--- src/rtl/mips_mem_pkg.sv ---
// Shared definitions for the MEM-stage data-memory access path:
// controller states, alignment constants and address helpers.
package mips_mem_pkg;

  typedef enum logic [1:0] {
    IDLE = 2'd0,
    REQ  = 2'd1,
    DONE = 2'd2
  } memState_t;

  localparam logic [1:0] WORD_ALIGN_MASK        = 2'b00;
  localparam int         DEFAULT_TIMEOUT_CYCLES = 16;

  function automatic logic isWordAligned(input logic [31:0] byteAddr);
    return byteAddr[1:0] == WORD_ALIGN_MASK;
  endfunction

  function automatic logic [31:0] wordAddr(input logic [31:0] byteAddr);
    return {byteAddr[31:2], WORD_ALIGN_MASK};
  endfunction

endpackage

--- src/rtl/dmem_access_ctrl.sv ---
// MEM-stage data-memory master: turns EX/MEM load/store requests into a
// req/ack bus transaction, stalls the pipeline meanwhile, and flags errors.
module dmem_access_ctrl
  import mips_mem_pkg::*;
#(
  parameter int TIMEOUT_CYCLES = DEFAULT_TIMEOUT_CYCLES,
  parameter int CNT_W          = 8
) (
  input  logic        clk,
  input  logic        rst,
  input  logic [31:0] addr_i,
  input  logic [31:0] wdata_i,
  input  logic        mem_read_i,
  input  logic        mem_write_i,
  output logic        stall_o,
  output logic [31:0] rdata_o,
  output logic        rdata_valid_o,
  output logic        misalign_o,
  output logic        bus_err_o,
  output logic        bus_req_o,
  output logic        bus_we_o,
  output logic [31:0] bus_addr_o,
  output logic [31:0] bus_wdata_o,
  input  logic        bus_ack_i,
  input  logic [31:0] bus_rdata_i
);

  localparam logic [CNT_W-1:0] TIMEOUT_LAST = CNT_W'(TIMEOUT_CYCLES - 1);

  memState_t        state;
  memState_t        nextState;
  logic [31:0]      addrQ;
  logic [31:0]      wdataQ;
  logic             weQ;
  logic [CNT_W-1:0] waitCnt;
  logic [31:0]      rdataQ;
  logic             rdValidQ;
  logic             errQ;
  logic             misQ;

  logic acc;
  logic aligned;
  logic startAcc;
  logic finishAck;
  logic finishTimeout;
  logic misDetect;

  assign acc     = mem_read_i | mem_write_i;
  assign aligned = isWordAligned(addr_i);

  // The IDLE-cycle stall is gated by rst so that reset releases the
  // pipeline immediately even while EX/MEM still presents an access.
  always_comb begin
    nextState     = state;
    stall_o       = 1'b0;
    bus_req_o     = 1'b0;
    startAcc      = 1'b0;
    finishAck     = 1'b0;
    finishTimeout = 1'b0;
    misDetect     = 1'b0;
    case (state)
      IDLE: begin
        if (acc && !rst) begin
          if (aligned) begin
            stall_o   = 1'b1;
            startAcc  = 1'b1;
            nextState = REQ;
          end else begin
            misDetect = 1'b1;
          end
        end
      end
      REQ: begin
        bus_req_o = 1'b1;
        stall_o   = 1'b1;
        if (bus_ack_i) begin
          finishAck = 1'b1;
          nextState = DONE;
        end else if (waitCnt == TIMEOUT_LAST) begin
          finishTimeout = 1'b1;
          nextState     = DONE;
        end
      end
      DONE: begin
        nextState = IDLE;
      end
      default: begin
        nextState = IDLE;
      end
    endcase
  end

  always_ff @(posedge clk or posedge rst) begin
    if (rst) begin
      state <= IDLE;
    end else begin
      state <= nextState;
    end
  end

  // Request latches hold the bus stable for the whole REQ phase, since
  // the EX/MEM inputs are frozen only by the stall this block produces.
  always_ff @(posedge clk or posedge rst) begin
    if (rst) begin
      addrQ   <= '0;
      wdataQ  <= '0;
      weQ     <= 1'b0;
      waitCnt <= '0;
    end else if (startAcc) begin
      addrQ   <= wordAddr(addr_i);
      wdataQ  <= wdata_i;
      weQ     <= mem_write_i;
      waitCnt <= '0;
    end else if (state == REQ && !finishAck && !finishTimeout) begin
      waitCnt <= waitCnt + CNT_W'(1);
    end
  end

  // A timed-out read returns zero so MEM/WB never sees stale data.
  always_ff @(posedge clk or posedge rst) begin
    if (rst) begin
      rdataQ <= '0;
    end else if (finishAck && !weQ) begin
      rdataQ <= bus_rdata_i;
    end else if (finishTimeout && !weQ) begin
      rdataQ <= '0;
    end
  end

  always_ff @(posedge clk or posedge rst) begin
    if (rst) begin
      rdValidQ <= 1'b0;
      errQ     <= 1'b0;
      misQ     <= 1'b0;
    end else begin
      rdValidQ <= finishAck && !weQ;
      errQ     <= finishTimeout;
      misQ     <= misDetect;
    end
  end

  assign rdata_o       = rdataQ;
  assign rdata_valid_o = rdValidQ;
  assign bus_err_o     = errQ;
  assign misalign_o    = misQ;
  assign bus_we_o      = weQ;
  assign bus_addr_o    = addrQ;
  assign bus_wdata_o   = wdataQ;

endmodule

--- config.mk ---
export PLATFORM = sky130hd
export DESIGN_NAME = dmem_access_ctrl
export DESIGN_NICKNAME = d
export VERILOG_FILES = /design/src/rtl/mips_mem_pkg.sv /design/src/rtl/dmem_access_ctrl.sv
export SDC_FILE = /design/constraint.sdc
export NUM_CORES = 1
export LEC_CHECK = 0
export ABC_AREA = 1
export ABC_CLOCK_PERIOD_IN_PS = 10510
export BUFFER_PORTS_ARGS = -buffer_cell sky130_fd_sc_hd__buf_2
export CORE_AREA = 2 2 98 100
export CTS_CLUSTER_DIAMETER = 150
export DETAILED_ROUTE_END_ITERATION = 8
export DIE_AREA = 0 0 100 102
export PLACE_DENSITY = 0.9
export RECOVER_POWER = 25
export SLEW_MARGIN = 30
export SYNTH_ARGS = -nofsm -noshare
export SYNTH_HDL_FRONTEND = slang
export SYNTH_SLANG_ARGS = --single-unit
--- constraint.sdc ---
create_clock -name clk -period 10.51 [get_ports clk]
set_input_delay 2.6275 -clock clk [delete_from_list [all_inputs] [get_ports clk]]
set_output_delay 2.6275 -clock clk [all_outputs]
set_load 0.01 [all_outputs]
==> metrics.md, run 1 <==
| Metric | Value |
|---|---|
| Die boundary width | 100 um |
| Worst vdd ir | around 99 uV |
| Post-Route WL | 10.4 mm |
| Number of global-route vias before repair | 3753 |
| Synth warnings | 0 |
| Layout area overhead | 24.4% |
| R2R setup slack | roughly 7.9 ns |
| Antenna viol nets, final | 0 |
| Worst Hold Depth | 2 |
| Post-CTS setup repair buffer count | 0 |
| Mux contribution to synthesized area | 0% |
| DR vias/cell | 4.80 |
| CP required | 7.88 ns |
| Max_cap viols | 1 |
| Clock transition at path regs | around 0.11 ns |
| Largest net degree at the start of global routing | 143 |
| Synth Area in Adders | less than 1% |
| CP peak stage delay | around 0.57 ns |
| CTS tree | yes |
| Slew Viols, Final | 47 |
| Clk root buf | clkbuf_8 |
| Grt met3 use | 4.65% |
| Crit path max-delay cell type | buf_6 |
| GR Overflow Total | 0 |
| Complex-gate fraction of the synthesized area | about 7.3% |
| Crit path top cell by count | nor2_1 |
| Main combinational cell family by area after synthesis | simple AND/OR/NAND/NOR gates |
| Slew Limit Headroom | -32.1% |
| Reg2Reg Depth | 6 |
| Hold EP | bus_wdata_o[25] |
| Critical path data arrival time | 3.78 ns |
| H-tree depth | 3 |
| Starting DRT DRC Count | 143 |
| Syn avg cell area | just over 9 um2 |
| Post-DP HPWL | 7.52 mm |
| Final Util | just over 60% |
| Post-CTS resize count | 0 |
| Later-pin clock latency in the skew report | 0.37 ns |
| Busiest grt layer | met2 |
| Simple-gate area share of the yosys netlist | 21.9% |
| DRC viols | 0 |
| GRT Overall Usage | around 20% |
| Worst-path fanout max | 142 |
| Min-delay src | bus_wdata_o[25] |
| Failing checks | max-capacitance violations, max-slew violations |
| Post-Synthesis Cells | 499 |
| Layout Skew | 0.0184 ns |
| Starting Density | 50.1% |
| # setup viols final | 0 |
| Fin Setup TNS | 0 ns |
| Post-Synth XOR/XNOR Area | 0.576% |
| Core area | 9110 um2 |
| Final Hold Fails | 0 |
| Sequential share of the synthesized area | 59.2% |
| Status | complete, but fails checks |
| Worst min path class | reg2reg |
| Pwr Density | ~210 nW/um2 |
| Bufs on Longest Clock Path | 2 |
| WL/cell | 12.9 um |
| Num CTS Buffers | 9 |
| Die Y-Extent | 102 um |
| Highest clock rate | 156 MHz |
| Initial antenna violation count | 0 |
| Top Ports | 203 |
| Met1 Use GR | about 25% |
| Cell count after placement | approximately 800 |
| Worst slew pin tran | 1.97 ns |
| Nets | 789 |
| Core Rows | 35 |
| Vias | 3857 |
| # hold bufs at CTS | 0 |
| Die area | 10200 um2 |
| Mapped cell area | 4570 um2 |
| Min cycle time layout | 6.40 ns |
| Fraction of layout cells with a size suffix above 1 | 29.3% |
| Flops & latches, synth | 108 |
| Global routing met2 resource utilization | 35.6% |
| Worst r2r src | state[0] |
| Crit path kind | in2out |
| Crit path from | mem_write_i |
| Pleak | ~3.3 nW |
| Worst R2R End | rdata_o[28] |
| RD Place Congestion | 0.815 |
| First-pass GRT wire length | 16.7 mm |
| Port Buf Inserts | 200 |
| Startpoint types | input pin |
| Fillcell total | 795 |
| Synth unique cells | 23 |
| Antenna diodes | 0 |
| CTS Sinks | roughly 110 |
| DR pass1 iterations | 4 |
| Worst Setup End Kind | primary output |
| RSZ-0062 raised after global routing | false |
| Layout Cells excl Fill | 803 |
| Tcrit/Tclk final | 60.9% |
| Crit path cell chain | clkbuf_1 > nor2_1 > nor2_1 > nand3_4 > buf_6 > nand2_1 > buf_2 |
==> how the worst max path moves through the flow <==
| stage | to | cells after the start |
|---|---|---|
| after floorplan | stall_o | 6 |
| after global placement | stall_o | 7 |
| after detailed placement | stall_o | 7 |
| after CTS | stall_o | 7 |
| after global routing | stall_o | 7 |
| final | stall_o | 7 |
==> Yosys cell counts, drive strengths merged <==
cell | n | area share (%)
nand2 | 152 | 13
nor3 | 1 | 0.11
dfrtp | 108 | 59
o21ai | 65 | 7.2
buf | 19 | 4.1
nor2 | 16 | 1.7
inv | 73 | 6.0
xor2 | 2 | 0.38
ha | 1 | 0.27
xnor2 | 1 | 0.19
clkbuf | 7 | 0.58
a21oi | 1 | 0.11
conb | 1 | 0.082
nand3 | 52 | 7.6
==> cells in the final DEF (no fill, tap or decap) <==
| master | synthesis | final |
|---|---|---|
| buf_2 | 1 | 167 |
| nand2_1 | 151 | 151 |
| dfrtp_1 | 108 | 108 |
| inv_1 | 73 | 71 |
| o21ai_0 | 61 | 61 |
| nand3_1 | 38 | 38 |
| clkbuf_1 | 7 | 33 |
| nor2_1 | 13 | 15 |
| nand3_2 | 12 | 11 |
| clkbuf_8 | 0 | 9 |
| nand3_4 | 2 | 3 |
| o21ai_1 | 3 | 3 |
| xor2_1 | 2 | 2 |
| conb_1 | 1 | 2 |
| inv_6 | 0 | 2 |
| clkinv_4 | 0 | 2 |
| nor2_4 | 2 | 1 |
| nand2_2 | 1 | 1 |
| clkinv_1 | 0 | 1 |
| nor3_1 | 1 | 1 |
| clkinvlp_2 | 0 | 1 |
| o21ai_2 | 1 | 1 |
| xnor2_1 | 1 | 1 |
| a21oi_1 | 1 | 1 |
| ha_1 | 1 | 1 |
| bufinv_16 | 0 | 1 |
| inv_8 | 0 | 1 |
| clkinv_2 | 0 | 1 |
| buf_6 | 12 | 1 |
| buf_4 | 6 | 1 |
==> report_power, final <==
part / internal [mW] / switching [mW] / total [mW]
clock: 0.114 / 0.143 / 0.257
sequential: 0.534 / 0.0707 / 0.605
combinational: 0.140 / 0.192 / 0.332
total: 0.788 / 0.406 / 1.19
==> routing by layer <==
layer / share of wire [%] / vias to the layer above
li1: - / 1900
met1: 42 / 1768
met2: 49 / 168
met3: 7.3 / 21
met4: 1.8 / 0
met5: 0 / -
==> critical path, delay by kind of cell <==
| family | cells | cell delay, ns |
|---|---|---|
| buffers and inverters | 3 | 0.82 |
| AND/OR/NAND/NOR | 4 | 0.33 |
==> stage by stage <==
step                hold WS (ns)  total power [mW]  worst slack [ns]  instance area (um2)
floorplan                  0.499             0.784              4.57                 4570
global placement           0.465             0.935              3.82                 5520
detailed placement         0.468             0.959              4.03                 5530
CTS                        0.493              1.22              4.02                 5730
global route               0.515              1.28              3.87                 5680
finish                     0.489              1.19              4.11                 5680
==> kinds of logic (layout without fill, tap and decap cells) <==
| kind of cell | Yosys count | after routing |
|---|---|---|
| other | 1 | 2 |
| buffers and inverters | 99 | 291 |
| XOR/XNOR | 3 | 3 |
| adder cells (fa/ha/maj) | 1 | 1 |
| AND/OR/NAND/NOR | 221 | 221 |
| flip-flops | 108 | 108 |
| AO/OA/AOI/OAI | 66 | 66 |
==> sequential cells by signal (all words and copies together), names as in the netlist <==
register and cells:
bus_wdata_o 32, waitCnt 8, bus_err_o 1, state 2, bus_addr_o 30, bus_we_o 1
rdata_valid_o 1, rdata_o 32, misalign_o 1
==> cell type report <==
| cell class | instances | area (um2) | area share, % |
|---|---|---|---|
| Sequential cell | 108 | 2700 | 47.6 |
| Inverter | 73 | 275 | 4.85 |
| Tap cell | 111 | 139 | 2.45 |
| Timing Repair Buffer | 202 | 978 | 17.2 |
| Multi-Input combinational cell | 293 | 1380 | 24.3 |
| Clock inverter | 7 | 81.3 | 1.43 |
| Clock buffer | 9 | 124 | 2.18 |
Power figures use the tool's default switching activity.
==> run 2: changes to the inputs <==
--- a/config.mk
+++ b/config.mk
@@ -6,13 +6,13 @@
 export NUM_CORES = 1
 export LEC_CHECK = 0
 export ABC_AREA = 1
-export ABC_CLOCK_PERIOD_IN_PS = 10510
+export ABC_CLOCK_PERIOD_IN_PS = 5360
 export BUFFER_PORTS_ARGS = -buffer_cell sky130_fd_sc_hd__buf_2
-export CORE_AREA = 2 2 98 100
+export CORE_AREA = 2 2 107 109
 export CTS_CLUSTER_DIAMETER = 150
 export DETAILED_ROUTE_END_ITERATION = 8
-export DIE_AREA = 0 0 100 102
-export PLACE_DENSITY = 0.9
+export DIE_AREA = 0 0 109 111
+export PLACE_DENSITY = 0.81
 export RECOVER_POWER = 25
 export SLEW_MARGIN = 30
 export SYNTH_ARGS = -nofsm -noshare
==> constraint.sdc (replaced) <==
create_clock -name clk -period 5.36 [get_ports clk]
set_input_delay 1.34 -clock clk [delete_from_list [all_inputs] [get_ports clk]]
set_output_delay 1.34 -clock clk [all_outputs]
set_load 0.01 [all_outputs]
==> metrics.md, run 2 (synthesis results as in run 1) <==
| Metric | Value |
|---|---|
| DRC viols | 0 (unchanged) |
| Layout area overhead | 28.3% |
| RSZ-0062 raised after global routing | false |
| # hold bufs at CTS | 0 (unchanged) |
| Die Y-Extent | 111 um (+8.8%) |
| Die area | 12100 um2 (+19%) |
| Worst Hold Depth | 2 (unchanged) |
| Final Hold Fails | 0 (unchanged) |
| Dpl ws | 1.53 ns (-2.49 ns) |
| Post-CTS setup repair buffer count | 0 (unchanged) |
| Die boundary width | 109 um (+9.0%) |
| Pleak | 3.46 nW (+4.7%) |
| Num CTS Buffers | 9 (unchanged) |
| CP required | 4.02 ns (-3.86 ns) |
| GRT Overall Usage | 17.1% (-3.2 points) |
| Bufs on Longest Clock Path | 2 (unchanged) |
| Fraction of layout cells with a size suffix above 1 | 34.1% (+4.8 points) |
| H-tree depth | 3 (unchanged) |
| Later-pin clock latency in the skew report | 0.34 ns (-0.03 ns) |
| Hold EP | bus_addr_o[17] |
| Most common cell after layout, fill and taps aside | buf_2 |
| Reg2Reg Depth | 7 (+1) |
| Fin Setup TNS | 0 ns (unchanged) |
| Nets | 789 (unchanged) |
| Layout Cells excl Fill | 835 (+4.0%) |
| Slew Limit Headroom | -106% (-74 points) |
| Max_cap viols | 1 (unchanged) |
| Min-delay src | bus_addr_o[17] |
| # setup viols final | 0 (unchanged) |
| Pwr Total | 2.52 mW (+110%) |
| Metal3 WL | 765 um (+1.1%) |
| Clock transition at path regs | 0.07 ns (-0.04 ns) |
| Post-DP HPWL | 7.18 mm (-4.4%) |
| Top Ports | 203 (unchanged) |
| Status | complete, but fails checks |
| Worst-path fanout max | 57 (-60%) |
| Post-layout worst setup margin | 1.55 ns (-2.56 ns) |
| Largest net degree at the start of global routing | 87 (-39%) |
| Tcrit/Tclk final | a little under three quarters |
| Slew Viols, Final | 73 (+55%) |
| Worst slew pin tran | 3.07 ns (+1.10 ns) |
| Fillcell total | 1052 (+32%) |
| Crit path kind | in2out |
| GR Overflow Total | 0 (unchanged) |
| Cell count after placement | 819 (+4.1%) |
| Starting Density | 41.2% (-8.9 points) |
| Worst vdd ir | 218 uV (+120%) |
| Worst r2r src | state[1] |
| WL/cell | 12.1 um (-6.2%) |
| RD Place Congestion | 0.776 (-4.8%) |
| Vias | 3626 (-6.0%) |
| Core Rows | 39 (+11%) |
| Met2 wire length | 4.64 mm (-9.3%) |
| Clk root buf | clkbuf_16 |
| Worst hold margin | 0.480 ns (-0.00858 ns) |
| Most frequent cells in the layout | 199 x buf_2, 151 x nand2_1, 108 x dfrtp_1, 71 x inv_1, 61 x o21ai_0 |
| Startpoint types | input pin |
| Core area | 11100 um2 (+22%) |
| DR pass1 iterations | 4 (unchanged) |
| Antenna viol nets, final | 0 (unchanged) |
| CTS Sinks | 108 (unchanged) |
| Highest clock rate | 262 MHz |
| Post-Route WL | 10.1 mm (-2.4%) |
| Antenna diodes | 0 (unchanged) |
| Top Layer Used | met4 |
| Met1 WL | 4.59 mm (+6.4%) |
| Layout Skew | 0.00623 ns (-0.0122 ns) |
| Number of global-route vias before repair | 3389 (-9.7%) |
| CTS tree | yes |
| DR vias/cell | 4.34 (-9.6%) |
| Post-CTS resize count | 0 (unchanged) |
| Port Buf Inserts | 200 (unchanged) |
| R2R setup slack | 3.09 ns (-4.85 ns) |
| Pwr Density | 430 nW/um2 (+100%) |
| Worst Setup End Kind | primary output |
| Worst R2R End | rdata_o[23] |
| Starting DRT DRC Count | 181 (+27%) |
| First-pass GRT wire length | 16.3 mm (-2.2%) |
| Failing checks | max-capacitance violations, max-slew violations |
| Initial antenna violation count | 0 (unchanged) |
| Min cycle time layout | 3.81 ns |
| Critical path data arrival time | 2.47 ns (-1.31 ns) |
| Worst min path class | reg2reg |
## run 2: worst max path at each step
stage,startpoint,to,cells past startpoint
3_5_place_dp,rst,stall_o,5
2_1_floorplan,rst,bus_addr_o[10],1
4_1_cts,rst,stall_o,5
3_3_place_gp,rst,stall_o,5
6_report,mem_write_i,stall_o,6
5_1_grt,rst,bus_addr_o[19],3
## run 2: per-layer routing
metal	vias up	track usage, %
li1	1906	-
met1	1590	22.2
met2	122	26.8
met3	8	5.88
met4	0	5.13
met5	-	0
## run 2: stage by stage
stage,cell area (um2),util [%]
2_1_floorplan,4570,-
3_3_place_gp,5560,50.2
3_5_place_dp,5560,50.2
4_1_cts,5870,53.0
5_1_grt,5860,52.9
6_report,5860,52.9
## run 2: area by class of cell
type	instances	area [um2]	area share [%]
Tap cell	143	179	3.06
Clock inverter	6	68.8	1.18
Sequential cell	108	2700	46.2
Timing Repair Buffer	202	1010	17.3
Clock buffer	10	239	4.08
Inverter	73	275	4.70
Multi-Input combinational cell	293	1380	23.5
## run 2: critical path, stage by stage
cell	delay (ns)
buf_2	0.09
nor2_1	0.04
nor2_1	0.19
nand3_4	0.47
nand2_1	0.17
buf_2	0.16
## run 2: power breakdown
part | total [mW] | leakage (nW) | switching [mW] | internal, mW
registers | 1.18 | 1.38 | 0.129 | 1.05
clock network | 0.677 | 0.149 | 0.298 | 0.379
logic | 0.661 | 1.93 | 0.370 | 0.291
